### src/rtl/cr_had_ddc_burst.sv
// HAD direct-download burst controller: injects RV32 instructions into the HAD IR to move
// scan-register data to/from memory. Optional macro CR_HAD_DDC_TIMEOUT_EN enables a retire watchdog.
module cr_had_ddc_burst #(
    parameter int CNT_WIDTH     = 16,
    parameter int TIMEOUT_WIDTH = 8
) (
    input  logic                 cpuclk,
    input  logic                 hadrst_b,
    input  logic                 regs_xx_ddc_en,
    input  logic                 regs_ddc_mode,
    input  logic [1:0]           regs_ddc_size,
    input  logic [CNT_WIDTH-1:0] regs_ddc_cnt,
    input  logic                 jtag_xx_update_dr,
    input  logic                 regs_ddc_daddr_sel,
    input  logic                 regs_ddc_ddata_sel,
    input  logic                 iu_had_xx_retire,
    input  logic                 iu_had_xx_expt,
    output logic                 ddc_regs_update_ir,
    output logic [31:0]          ddc_regs_ir,
    output logic                 ddc_regs_update_csr,
    output logic                 ddc_regs_ffy,
    output logic                 ddc_regs_capture_data,
    output logic                 ddc_regs_busy,
    output logic                 ddc_regs_done,
    output logic                 ddc_regs_err,
    output logic [CNT_WIDTH-1:0] ddc_regs_remain
);

    typedef enum logic [3:0] {
        IDLE,
        ADDR_WAIT,
        ADDR_LD,
        ADDR_RET,
        DATA_WAIT,
        DATA_LD,
        DATA_RET,
        MEM_LD,
        MEM_RET,
        UP_WAIT,
        ADDR_GEN,
        GEN_RET,
        DONE,
        ERR
    } state_t;

    localparam logic [31:0] IR_MV_X1   = 32'h0000_8093;
    localparam logic [31:0] IR_MV_X2   = 32'h0001_0113;
    localparam logic [31:0] IR_SB      = 32'h0020_8023;
    localparam logic [31:0] IR_SH      = 32'h0020_9023;
    localparam logic [31:0] IR_SW      = 32'h0020_A023;
    localparam logic [31:0] IR_LBU     = 32'h0000_C103;
    localparam logic [31:0] IR_LHU     = 32'h0000_D103;
    localparam logic [31:0] IR_LW      = 32'h0000_A103;
    localparam logic [31:0] IR_ADDI_1  = 32'h0010_8093;
    localparam logic [31:0] IR_ADDI_2  = 32'h0020_8093;
    localparam logic [31:0] IR_ADDI_4  = 32'h0040_8093;

    state_t               state_q;
    state_t               state_nxt;
    logic                 mode_q;
    logic [1:0]           size_q;
    logic [CNT_WIDTH-1:0] remain_q;
    logic                 unlimited_q;
    logic                 addr_ready;
    logic                 data_ready;
    logic                 in_ret;
    logic                 in_ld;
    logic                 last_beat;

    assign addr_ready = jtag_xx_update_dr & regs_ddc_daddr_sel;
    assign data_ready = jtag_xx_update_dr & regs_ddc_ddata_sel;
    assign in_ret     = (state_q == ADDR_RET) || (state_q == DATA_RET) ||
                        (state_q == MEM_RET)  || (state_q == GEN_RET);
    assign in_ld      = (state_q == ADDR_LD)  || (state_q == DATA_LD) ||
                        (state_q == MEM_LD)   || (state_q == ADDR_GEN);
    assign last_beat  = !unlimited_q && (remain_q == CNT_WIDTH'(1));

`ifdef CR_HAD_DDC_TIMEOUT_EN
    localparam logic [TIMEOUT_WIDTH-1:0] TO_LAST = {{(TIMEOUT_WIDTH-1){1'b1}}, 1'b0};

    logic [TIMEOUT_WIDTH-1:0] to_cnt_q;
    logic                     timeout_hit;

    // Watchdog restarts on every injected instruction and counts idle cycles while waiting for retire
    always_ff @(posedge cpuclk or negedge hadrst_b) begin
        if (!hadrst_b) begin
            to_cnt_q <= '0;
        end else if (in_ld) begin
            to_cnt_q <= '0;
        end else if (in_ret && !iu_had_xx_retire) begin
            to_cnt_q <= to_cnt_q + TIMEOUT_WIDTH'(1);
        end
    end

    assign timeout_hit = in_ret && !iu_had_xx_retire && (to_cnt_q == TO_LAST);
`else
    logic timeout_hit;
    assign timeout_hit = 1'b0;
`endif

    always_ff @(posedge cpuclk or negedge hadrst_b) begin
        if (!hadrst_b) begin
            state_q <= IDLE;
        end else begin
            state_q <= state_nxt;
        end
    end

    always_comb begin
        state_nxt = state_q;
        case (state_q)
            IDLE:      if (regs_xx_ddc_en) state_nxt = ADDR_WAIT;
            ADDR_WAIT: begin
                if (addr_ready && (regs_ddc_size == 2'b11)) state_nxt = ERR;
                else if (addr_ready)                         state_nxt = ADDR_LD;
                else if (!regs_xx_ddc_en)                    state_nxt = IDLE;
            end
            ADDR_LD:   state_nxt = ADDR_RET;
            ADDR_RET:  if (iu_had_xx_retire) state_nxt = mode_q ? MEM_LD : DATA_WAIT;
            DATA_WAIT: begin
                if (data_ready)           state_nxt = DATA_LD;
                else if (addr_ready)      state_nxt = ADDR_LD;
                else if (!regs_xx_ddc_en) state_nxt = IDLE;
            end
            DATA_LD:   state_nxt = DATA_RET;
            DATA_RET:  if (iu_had_xx_retire) state_nxt = MEM_LD;
            MEM_LD:    state_nxt = MEM_RET;
            MEM_RET:   if (iu_had_xx_retire) state_nxt = mode_q ? UP_WAIT : ADDR_GEN;
            UP_WAIT: begin
                if (data_ready)           state_nxt = ADDR_GEN;
                else if (!regs_xx_ddc_en) state_nxt = IDLE;
            end
            ADDR_GEN:  state_nxt = GEN_RET;
            GEN_RET: begin
                if (iu_had_xx_retire) begin
                    if (last_beat)   state_nxt = DONE;
                    else if (mode_q) state_nxt = MEM_LD;
                    else             state_nxt = DATA_WAIT;
                end
            end
            DONE: begin
                if (addr_ready)           state_nxt = ADDR_LD;
                else if (!regs_xx_ddc_en) state_nxt = IDLE;
            end
            ERR:       if (!regs_xx_ddc_en) state_nxt = IDLE;
            default:   state_nxt = IDLE;
        endcase
        // An exception or watchdog expiry overrides any retire seen in the same cycle
        if (in_ret && (iu_had_xx_expt || timeout_hit)) state_nxt = ERR;
    end

    // Transfer parameters are captured once per address load so a rebase can change them
    always_ff @(posedge cpuclk or negedge hadrst_b) begin
        if (!hadrst_b) begin
            mode_q      <= 1'b0;
            size_q      <= 2'b00;
            remain_q    <= '0;
            unlimited_q <= 1'b0;
        end else if (state_q == ADDR_LD) begin
            mode_q      <= regs_ddc_mode;
            size_q      <= regs_ddc_size;
            remain_q    <= regs_ddc_cnt;
            unlimited_q <= (regs_ddc_cnt == '0);
        end else if ((state_q == GEN_RET) && iu_had_xx_retire && !iu_had_xx_expt &&
                     !unlimited_q && (remain_q != '0)) begin
            remain_q    <= remain_q - CNT_WIDTH'(1);
        end
    end

    always_comb begin
        ddc_regs_ir = 32'h0;
        case (state_q)
            ADDR_LD: ddc_regs_ir = IR_MV_X1;
            DATA_LD: ddc_regs_ir = IR_MV_X2;
            MEM_LD: begin
                case ({mode_q, size_q})
                    3'b000:  ddc_regs_ir = IR_SB;
                    3'b001:  ddc_regs_ir = IR_SH;
                    3'b100:  ddc_regs_ir = IR_LBU;
                    3'b101:  ddc_regs_ir = IR_LHU;
                    3'b110,
                    3'b111:  ddc_regs_ir = IR_LW;
                    default: ddc_regs_ir = IR_SW;
                endcase
            end
            ADDR_GEN: begin
                case (size_q)
                    2'b00:   ddc_regs_ir = IR_ADDI_1;
                    2'b01:   ddc_regs_ir = IR_ADDI_2;
                    default: ddc_regs_ir = IR_ADDI_4;
                endcase
            end
            default: ddc_regs_ir = 32'h0;
        endcase
    end

    assign ddc_regs_update_ir    = in_ld;
    assign ddc_regs_update_csr   = in_ld;
    assign ddc_regs_ffy          = (state_q == ADDR_LD) || (state_q == DATA_LD);
    assign ddc_regs_capture_data = (state_q == MEM_RET) && mode_q &&
                                   iu_had_xx_retire && !iu_had_xx_expt && !timeout_hit;
    assign ddc_regs_busy         = (state_q != IDLE) && (state_q != DONE) && (state_q != ERR);
    assign ddc_regs_done         = (state_q == DONE);
    assign ddc_regs_err          = (state_q == ERR);
    assign ddc_regs_remain       = remain_q;

endmodule

### config.mk
export PLATFORM = sky130hd
export DESIGN_NAME = cr_had_ddc_burst
export DESIGN_NICKNAME = d
export VERILOG_FILES = /design/src/rtl/cr_had_ddc_burst.sv
export SDC_FILE = /design/constraint.sdc
export NUM_CORES = 1
export LEC_CHECK = 0
export BUFFER_PORTS_ARGS = -buffer_cell sky130_fd_sc_hd__buf_2
export CORE_ASPECT_RATIO = 1.25
export CORE_MARGIN = 3
export CORE_UTILIZATION = 30
export DETAILED_ROUTE_END_ITERATION = 12
export RECOVER_POWER = 50
export SLEW_MARGIN = 40
export SYNTH_ARGS = -nofsm -noshare
export SYNTH_HDL_FRONTEND = slang
export SYNTH_SLANG_ARGS = --single-unit
### constraint.sdc
create_clock -name cpuclk -period 4.7 [get_ports cpuclk]
set_input_delay 0.235 -clock cpuclk [delete_from_list [all_inputs] [get_ports cpuclk]]
set_output_delay 0.235 -clock cpuclk [all_outputs]
set_load 0.005 [all_outputs]
# == Yosys cells after proc, flatten, opt, wreduce, memory -nomap -nowiden ==
# Cells that the tools add are included.
# op_classes
addsub,1
n_eq_ne,28
muxes,20
bitwise_logic,2
n_reduce_logical,29
# op_table
operator,count
one-hot mux 32 bit (4 select lines),1
one-hot mux 22 bit (5 select lines),1
one-hot mux 4 bit (14 select lines),1
2-to-1 mux 4 bit,12
one-hot mux 23 bit (2 select lines),1
2-to-1 mux 16 bit,2
"equality test 4 bit, second input constant",6
"equality test 16 x 1 -> 1 bit, second input constant",1
"equality test 4 x 3 -> 1 bit, second input constant",4
logical NOT 16 bit,1
nonzero test 16 bit,1
"subtractor 16 x 1 -> 16 bit, second input constant",1
"equality test 3 bit, second input constant",4
logical AND 1 bit,12
"inequality test 3 x 2 -> 1 bit, second input constant",3
"equality test 4 x 2 -> 1 bit, second input constant",2
"inequality test 4 bit, second input constant",2
logical OR 1 bit,6
"inequality test 3 bit, second input constant",2
AND reduction 5 bit,1
"equality test 4 x 1 -> 1 bit, second input constant",1
logical NOT 4 bit,1
2-to-1 mux 2 bit,2
nonzero test 4 bit,1
other kinds (9),11
# word_totals
register_bits,24
inputBits,27
output_inout_bits,55
elab_cells,85

# == Logic depth before layout (Yosys ltp) ==
# Gate-level depths: netlist of run 1.
# depth
word_depth,7
depth_mapped,9
depth_no_buf,7

# == Least setup slack after synthesis of run 1 ==
# Ideal clock, no wire load.
# synth_path
kind,register to register
startpoint,"register remain_q[8], in the netlist ddc_regs_remain[8]"
endpoint,"register remain_q[10], in the netlist ddc_regs_remain[10]"
setup_ns,0.126
t_arrival_ns,1.889
t_required_ns,4.574
path_slack_ns,2.686
stages_incl_launch_ff,8
path_buffers,2
synth_period_minus_slack_ns,2.014
cell_sequence,dfrtp_1 buf_2 nor4_1 and4_2 buf_2 a21o_1 nor3_1 a221o_1
# synth_via
elab_chain_len,3
elab_cells_between_ends,6
classes_between,add/sub: 1; mux: 2; reduce/logical: 3
# synth_rtl
element,line,text
"start, declared",62,logic [CNT_WIDTH-1:0] remain_q;
"start signal, assigned",162,remain_q <= regs_ddc_cnt;
"start signal, assigned",166,remain_q <= remain_q - CNT_WIDTH'(1);
subtractor 16 x 1 -> 16 bit / nonzero test 16 bit (equally long branches),"166, 165",
2-to-1 mux 16 bit / logical AND 1 bit (equally long branches),"164, 165",
2-to-1 mux 16 bit / nonzero test 2 bit (equally long branches),--,
# Several ways; a longest one is shown, not always the timed one. The select of a mux whose other input is x is not followed.
# A chain may end at the register's enable or synchronous reset.

# == Worst setup path in the final report of run 1 ==
# layout_path
startpoint,register state_q[0]
endpoint,output port ddc_regs_ffy
# layout_via
elab_chain_len,2
elab_cells_between_ends,3
classes_between,eq/ne: 2; reduce/logical: 1
# layout_rtl
element,line,text
"start, declared",58,state_t state_q;
"start signal, assigned",105,state_q <= state_nxt;
equality test 4 x 2 -> 1 bit / equality test 4 x 3 -> 1 bit (equally long branches),199,assign ddc_regs_ffy = (state_q == ADDR_LD) || (state_q == DATA_LD);
logical OR 1 bit (*),199,
"end, declared",21,"output logic ddc_regs_ffy,"
# Mark *: on every way between the ends. The rest lies on a longest branch, timed or not.

==> results of run 1 <==
==> flip-flops by register name, indices dropped and copies added (netlist names) <==
signal,flops
ddc_regs_remain,16
mode_q,1
size_q,2
state_q,4
unlimited_q,1
==> per-stage QoR <==
step,util,setup slack [ps],cells
final,0.356,1970,413
after global routing,0.356,1750,413
after CTS,0.358,1970,413
after detailed placement,0.351,2060,409
after global placement,0.351,2170,409
after floorplan,-,2690,294
==> critical path: stages (launching register included) <==
cell      delay (ps)
dfrtp_1          880
nand2b_1         230
or2_1            240
inv_1             80
nand2b_1         500
nand2_1          130
buf_2            160
==> Yosys cell counts, drive strengths merged (4+ instances only) <==
library cell	count	area [µm²]
xnor2	8	70.1
nand2	34	128
nor2b	7	43.8
a221o	6	60.1
nor3	15	75.1
a211oi	7	52.6
dfrtp	24	601
nor4	9	71.3
nor2	16	60.1
nand4	5	31.3
nand3	4	20.0
a21oi	12	63.8
o21ai	16	80.1
buf	24	170
nand2b	8	50.1
clkbuf	15	56.3
or3	4	25.0
inv	8	30.0
a2111oi	5	75.1
==> final timing paths <==
kind	startpoint	end	slack, ps
min in group asynchronous	hadrst_b	ddc_regs_remain[3]	790
max in group asynchronous	hadrst_b	state_q[3]	3130
hold / removal	regs_ddc_mode	mode_q	190
setup / recovery	state_q[0]	ddc_regs_ffy	1970
setup reg to reg	state_q[0]	ddc_regs_remain[10]	2060
hold reg to reg	unlimited_q	unlimited_q	510
==> report_power, final <==
group          total [mW]  internal [mW]  switching, mW  leakage, nW
Combinational       0.685          0.322          0.363        0.754
Sequential          0.520          0.301          0.218        0.291
Clock               0.121         0.0574         0.0635       0.0216
Total                1.33          0.680          0.645         1.07
==> area by class of cell <==
class,count,area [µm²],share of cell area
Timing Repair Buffer,65,317,0.127
Clock buffer,3,41.3,0.0165
Inverter,8,30.0,0.0120
Sequential cell,24,601,0.240
Tap cell,90,113,0.0451
Multi-Input combinational cell,223,1400,0.559
==> cell usage in the layout, fill, tap and decap left out, types with 4 or more instances in the layout <==
cell type / count
nor2b_1: 7
nor3_1: 15
buf_2: 50
or3_1: 4
nand2b_1: 8
nand2_1: 34
a211oi_1: 7
a221o_1: 6
inv_1: 8
dfrtp_1: 24
conb_1: 18
nor4_1: 8
a21oi_1: 11
o21ai_0: 15
nand4_1: 5
clkbuf_1: 13
nand3_1: 4
xnor2_1: 8
nor2_1: 16
==> cell families after synthesis <==
kind of cell	after synthesis
flip-flops	24
other	1
buffers and inverters	47
XOR/XNOR	8
AND/OR/NAND/NOR	125
adder cells (fa/ha/maj)	3
AO/OA/AOI/OAI	65
multiplexers	4
==> metal layers <==
| layer | share of wire | vias to the layer above |
|---|---|---|
| met1 | 0.43 | 1026 |
| met2 | 0.51 | 76 |
| met5 | 0 | - |
| met3 | 0.057 | 5 |
| met4 | 0.0078 | 0 |
| li1 | - | 1073 |
==> results.ini, run 1 <==
[status]
status = finished, final reports clean

[pwr]
total_power_mw = 1.33
vdd_ir_drop_max_uv = 235
p_leak_nw = 1.07
power-per-cell-area_mw_per_mm2 = 531

[critical_path]
end_kind = output pin
worstSetupPathType = reg2out
critPathArrivalTime_ps = 2490
cp-start-kind = register
cp.required_ps = 4470
cp_max_fo = 30
reg2reg_depth = 6

[yosys]
synth_top_family_by_area = simple AND/OR/NAND/NOR gates
synth-edff-count = 0
yosys_warnings = 0
yosysSeqAreaShare = 0.274
syn_inst = 277
synth_mux_area_frac = 0.0194
ys_types = 57
synth_seq_cells = 24
synth_adder_area_share = 0.0171
syn_area_per_cell_um2 = 7.90
synth_compound_area_frac = 0.220
mappedNetlistArea_mm2 = 0.00219
synth_xor_xnor_area_share = 0.0320
yosys.area_share.simple = 0.318
postSynth.asyncResetShare = 1.00
synth-main-ff-cell = dfrtp_1

[finish]
antenna_cells = 0
synthToLayoutAreaGrowth_pct = 14.1
drive_gt1_frac = 0.211
nets = 355
fin_area_mm2 = 0.00250
fillCellCount = 755

[drt]
dr.pass1.iters = 4
wl_um = 6430
wl_per_cell_um = 15.6
drtIter0Drc = 117
vias = 2180
drcViolationCount = 0
ant_nets = 0
viasPerCell = 5.28

[flow_run]
maxCapViolations = 0

[global_routing]
grt_overflow = 0
grt_use_met2 = 0.272
met3_usage = 0.0133
met1_usage = 0.205
antenna_found_initial = 0
grt.total_usage = 0.156
grt_pass1_wl_um = 10300
grt_max_degree = 31
grt_pass1_vias = 2062
grt-busiest-layer = met2

[cts]
htreeDepth = 1
cts-root-buf = clkbuf_8
clk_pin_slew_ps = 80
cts_setup_buffers = 0
cts_sinks = 24
cts_buffer_depth = 2
ctsResizeCount = 0
cts_made_buffers = 3
holdBufCountCts = 1
worst_skew_pair.late_latency_ps = 260
cts_tree = built

[sta]
tightest_slew_ps = 1340
setup_viol = 0
tns_ps = 0
fin_crit_ps = 2730
hold_ws_ps = 186
rsz0062_at_grt = no
fin_skew_ps = 2.20
fmax_mhz = 367
hold_viol = 0
relSlewSlack = 0.110
finalCritPeriodShare = 0.580
drv_slew = 0

[placement]
gp_congestion = 0.824
dp_hpwl_um = 4970
port_buffers = 63
dpl_cell_area_mm2 = 0.00246

[floorplanning]
pin_count = 82
initial_core_util = 0.312
core_area_mm2 = 0.00702
die_area_mm2 = 0.00837
fp.dieH_um = 102
die_width_um = 82.4
rows = 34

[min_path]
holdPathStages = 3
min_path_type = in2reg

(Power assumes the default switching activity.)
==> run 2, diff against run 1 <==
==> constraint.sdc (replaced) <==
create_clock -name cpuclk -period 2.52 [get_ports cpuclk]
set_input_delay 0.126 -clock cpuclk [delete_from_list [all_inputs] [get_ports cpuclk]]
set_output_delay 0.126 -clock cpuclk [all_outputs]
set_load 0.005 [all_outputs]
==> results.ini, run 2 (synthesis results as in run 1) <==
[flow_run]
maxCapViolations = 0

[critical_path]
critical_path.max_stage_delay_ps = 480
cp_slowest_cell = dfrtp_1
cp-start-kind = register
end_kind = register
cp_max_fo = 10
crit_chain = nor4_1 -> and4_2 -> a21oi_2 -> mux2_2 -> a221o_1
crit-reg2reg-launch = ddc_regs_remain[8]
r2r-end = ddc_regs_remain[10]
reg2reg_depth = 5
worstSetupPathType = reg2reg
critPathArrivalTime_ps = 2410
cp.required_ps = 2670
reg2reg_slack_ps = 260

[pwr]
vdd_ir_drop_max_uv = 403
p_leak_nw = 1.12
power-per-cell-area_mw_per_mm2 = 1000

[global_routing]
grt.total_usage = 0.162
grt_overflow = 0
grt_max_degree = 26
antenna_found_initial = 0
grt_pass1_vias = 2097
grt_pass1_wl_um = 10700

[cts]
cts-root-buf = clkbuf_8
clk_pin_slew_ps = 90
cts_buffer_depth = 2
cts_tree = built
htreeDepth = 1
cts_made_buffers = 3
cts_sinks = 24
worst_skew_pair.late_latency_ps = 260
cts_setup_buffers = 0
ctsResizeCount = 0

[min_path]
holdPathStages = 3
worstHoldStart = regs_ddc_mode
min_path_type = in2reg
hold-path-endpoint = mode_q

[finish]
largest_reg_flops = 16
final_common_cell = buf_2
fillCellCount = 766
antenna_cells = 0
synthToLayoutAreaGrowth_pct = 17.9
register_area_um2 = 601
drive_gt1_frac = 0.235
layout_common_cells = 52 x buf_2, 34 x nand2_1, 24 x dfrtp_1, 18 x conb_1, 16 x nor2_1
multi_input_area_mm2 = 0.00140
nets = 363

[placement]
port_buffers = 63
preCtsSetupSlack_ps = 299
dp_hpwl_um = 5130
gp_congestion = 0.862

[sta]
fmax_mhz = 443
finalCritPeriodShare = 0.895
rsz0062_at_grt = no
fin_skew_ps = 3.84
hold_viol = 0
fin_crit_ps = 2260
drv_slew = 0
setup_viol = 0
relSlewSlack = 0.0558
fin_ws_ps = 264
tns_ps = 0
tightest_slew_ps = 1420

[drt]
vias = 2201
wl_um = 6620
drtIter0Drc = 112
viasPerCell = 5.22
ant_nets = 0
wl_per_cell_um = 15.7
drcViolationCount = 0
dr.pass1.iters = 4

[floorplanning]
core_area_mm2 = 0.00702
die_width_um = 82.4
pin_count = 82
die_area_mm2 = 0.00837
rows = 34
initial_core_util = 0.312
fp.dieH_um = 102

[status]
status = finished, final reports clean

## run 2: power breakdown
group          leakage, nW  internal, mW  switching (mW)  total (mW)
clock               0.0288         0.139           0.123       0.262
combinational        0.799         0.656           0.835        1.49
sequential           0.291         0.565           0.264       0.829
total                 1.12          1.36            1.22        2.58
## run 2: what timing repair did
item | in CTS | in global routing
hold buffers | 1 | 0
hold endpoints to repair | 24 | 0
setup endpoints to repair | 0 | 0
## run 2: metrics by stage
stage / hold WS (ps) / instances / cell area, µm² / utilization / power, mW
detailed placement: 158 / 417 / 2530 / 0.361 / 2.34
global route: 87.1 / 422 / 2580 / 0.368 / 2.84
finish: 82.8 / 422 / 2580 / 0.368 / 2.58
floorplan: -170 / 294 / 2250 / - / 1.81
CTS: 82.5 / 422 / 2600 / 0.370 / 2.63
global placement: 152 / 417 / 2530 / 0.361 / 2.34
## run 2: worst max-delay path, delay by kind of cell (launching register included)
kind | cells | cell delay [ps]
DFF | 1 | 480
and+or+nand+nor | 2 | 900
AOI/OAI and AO/OA | 2 | 440
muxes | 1 | 310
## run 2: final cells by class
type,instances,share of cell area
clock buffers,4,0.0213
inverters,8,0.0116
multi-input cells,223,0.541
flip-flops and latches,24,0.233
well taps,90,0.0436
repair buffers,73,0.150
## run 2: per-layer routing
metal	GRT usage	up-vias	wire length (µm)
li1	-	1092	-
met1	0.216	1024	2880
met2	0.279	79	3260
met3	0.0222	6	433
met4	0.0269	0	46
met5	0	-	0
## run 2: how the worst max path moves through the flow
stage,end,slack [ps],from,cells past startpoint
after CTS,ddc_regs_remain[10],280,ddc_regs_remain[8],5
after global placement,ddc_regs_remain[10],350,ddc_regs_remain[8],5
after floorplan,ddc_regs_remain[10],510,ddc_regs_remain[8],7
final,ddc_regs_remain[10],260,ddc_regs_remain[8],5
after global routing,ddc_regs_remain[11],110,ddc_regs_remain[2],5
after detailed placement,ddc_regs_remain[10],300,ddc_regs_remain[8],5
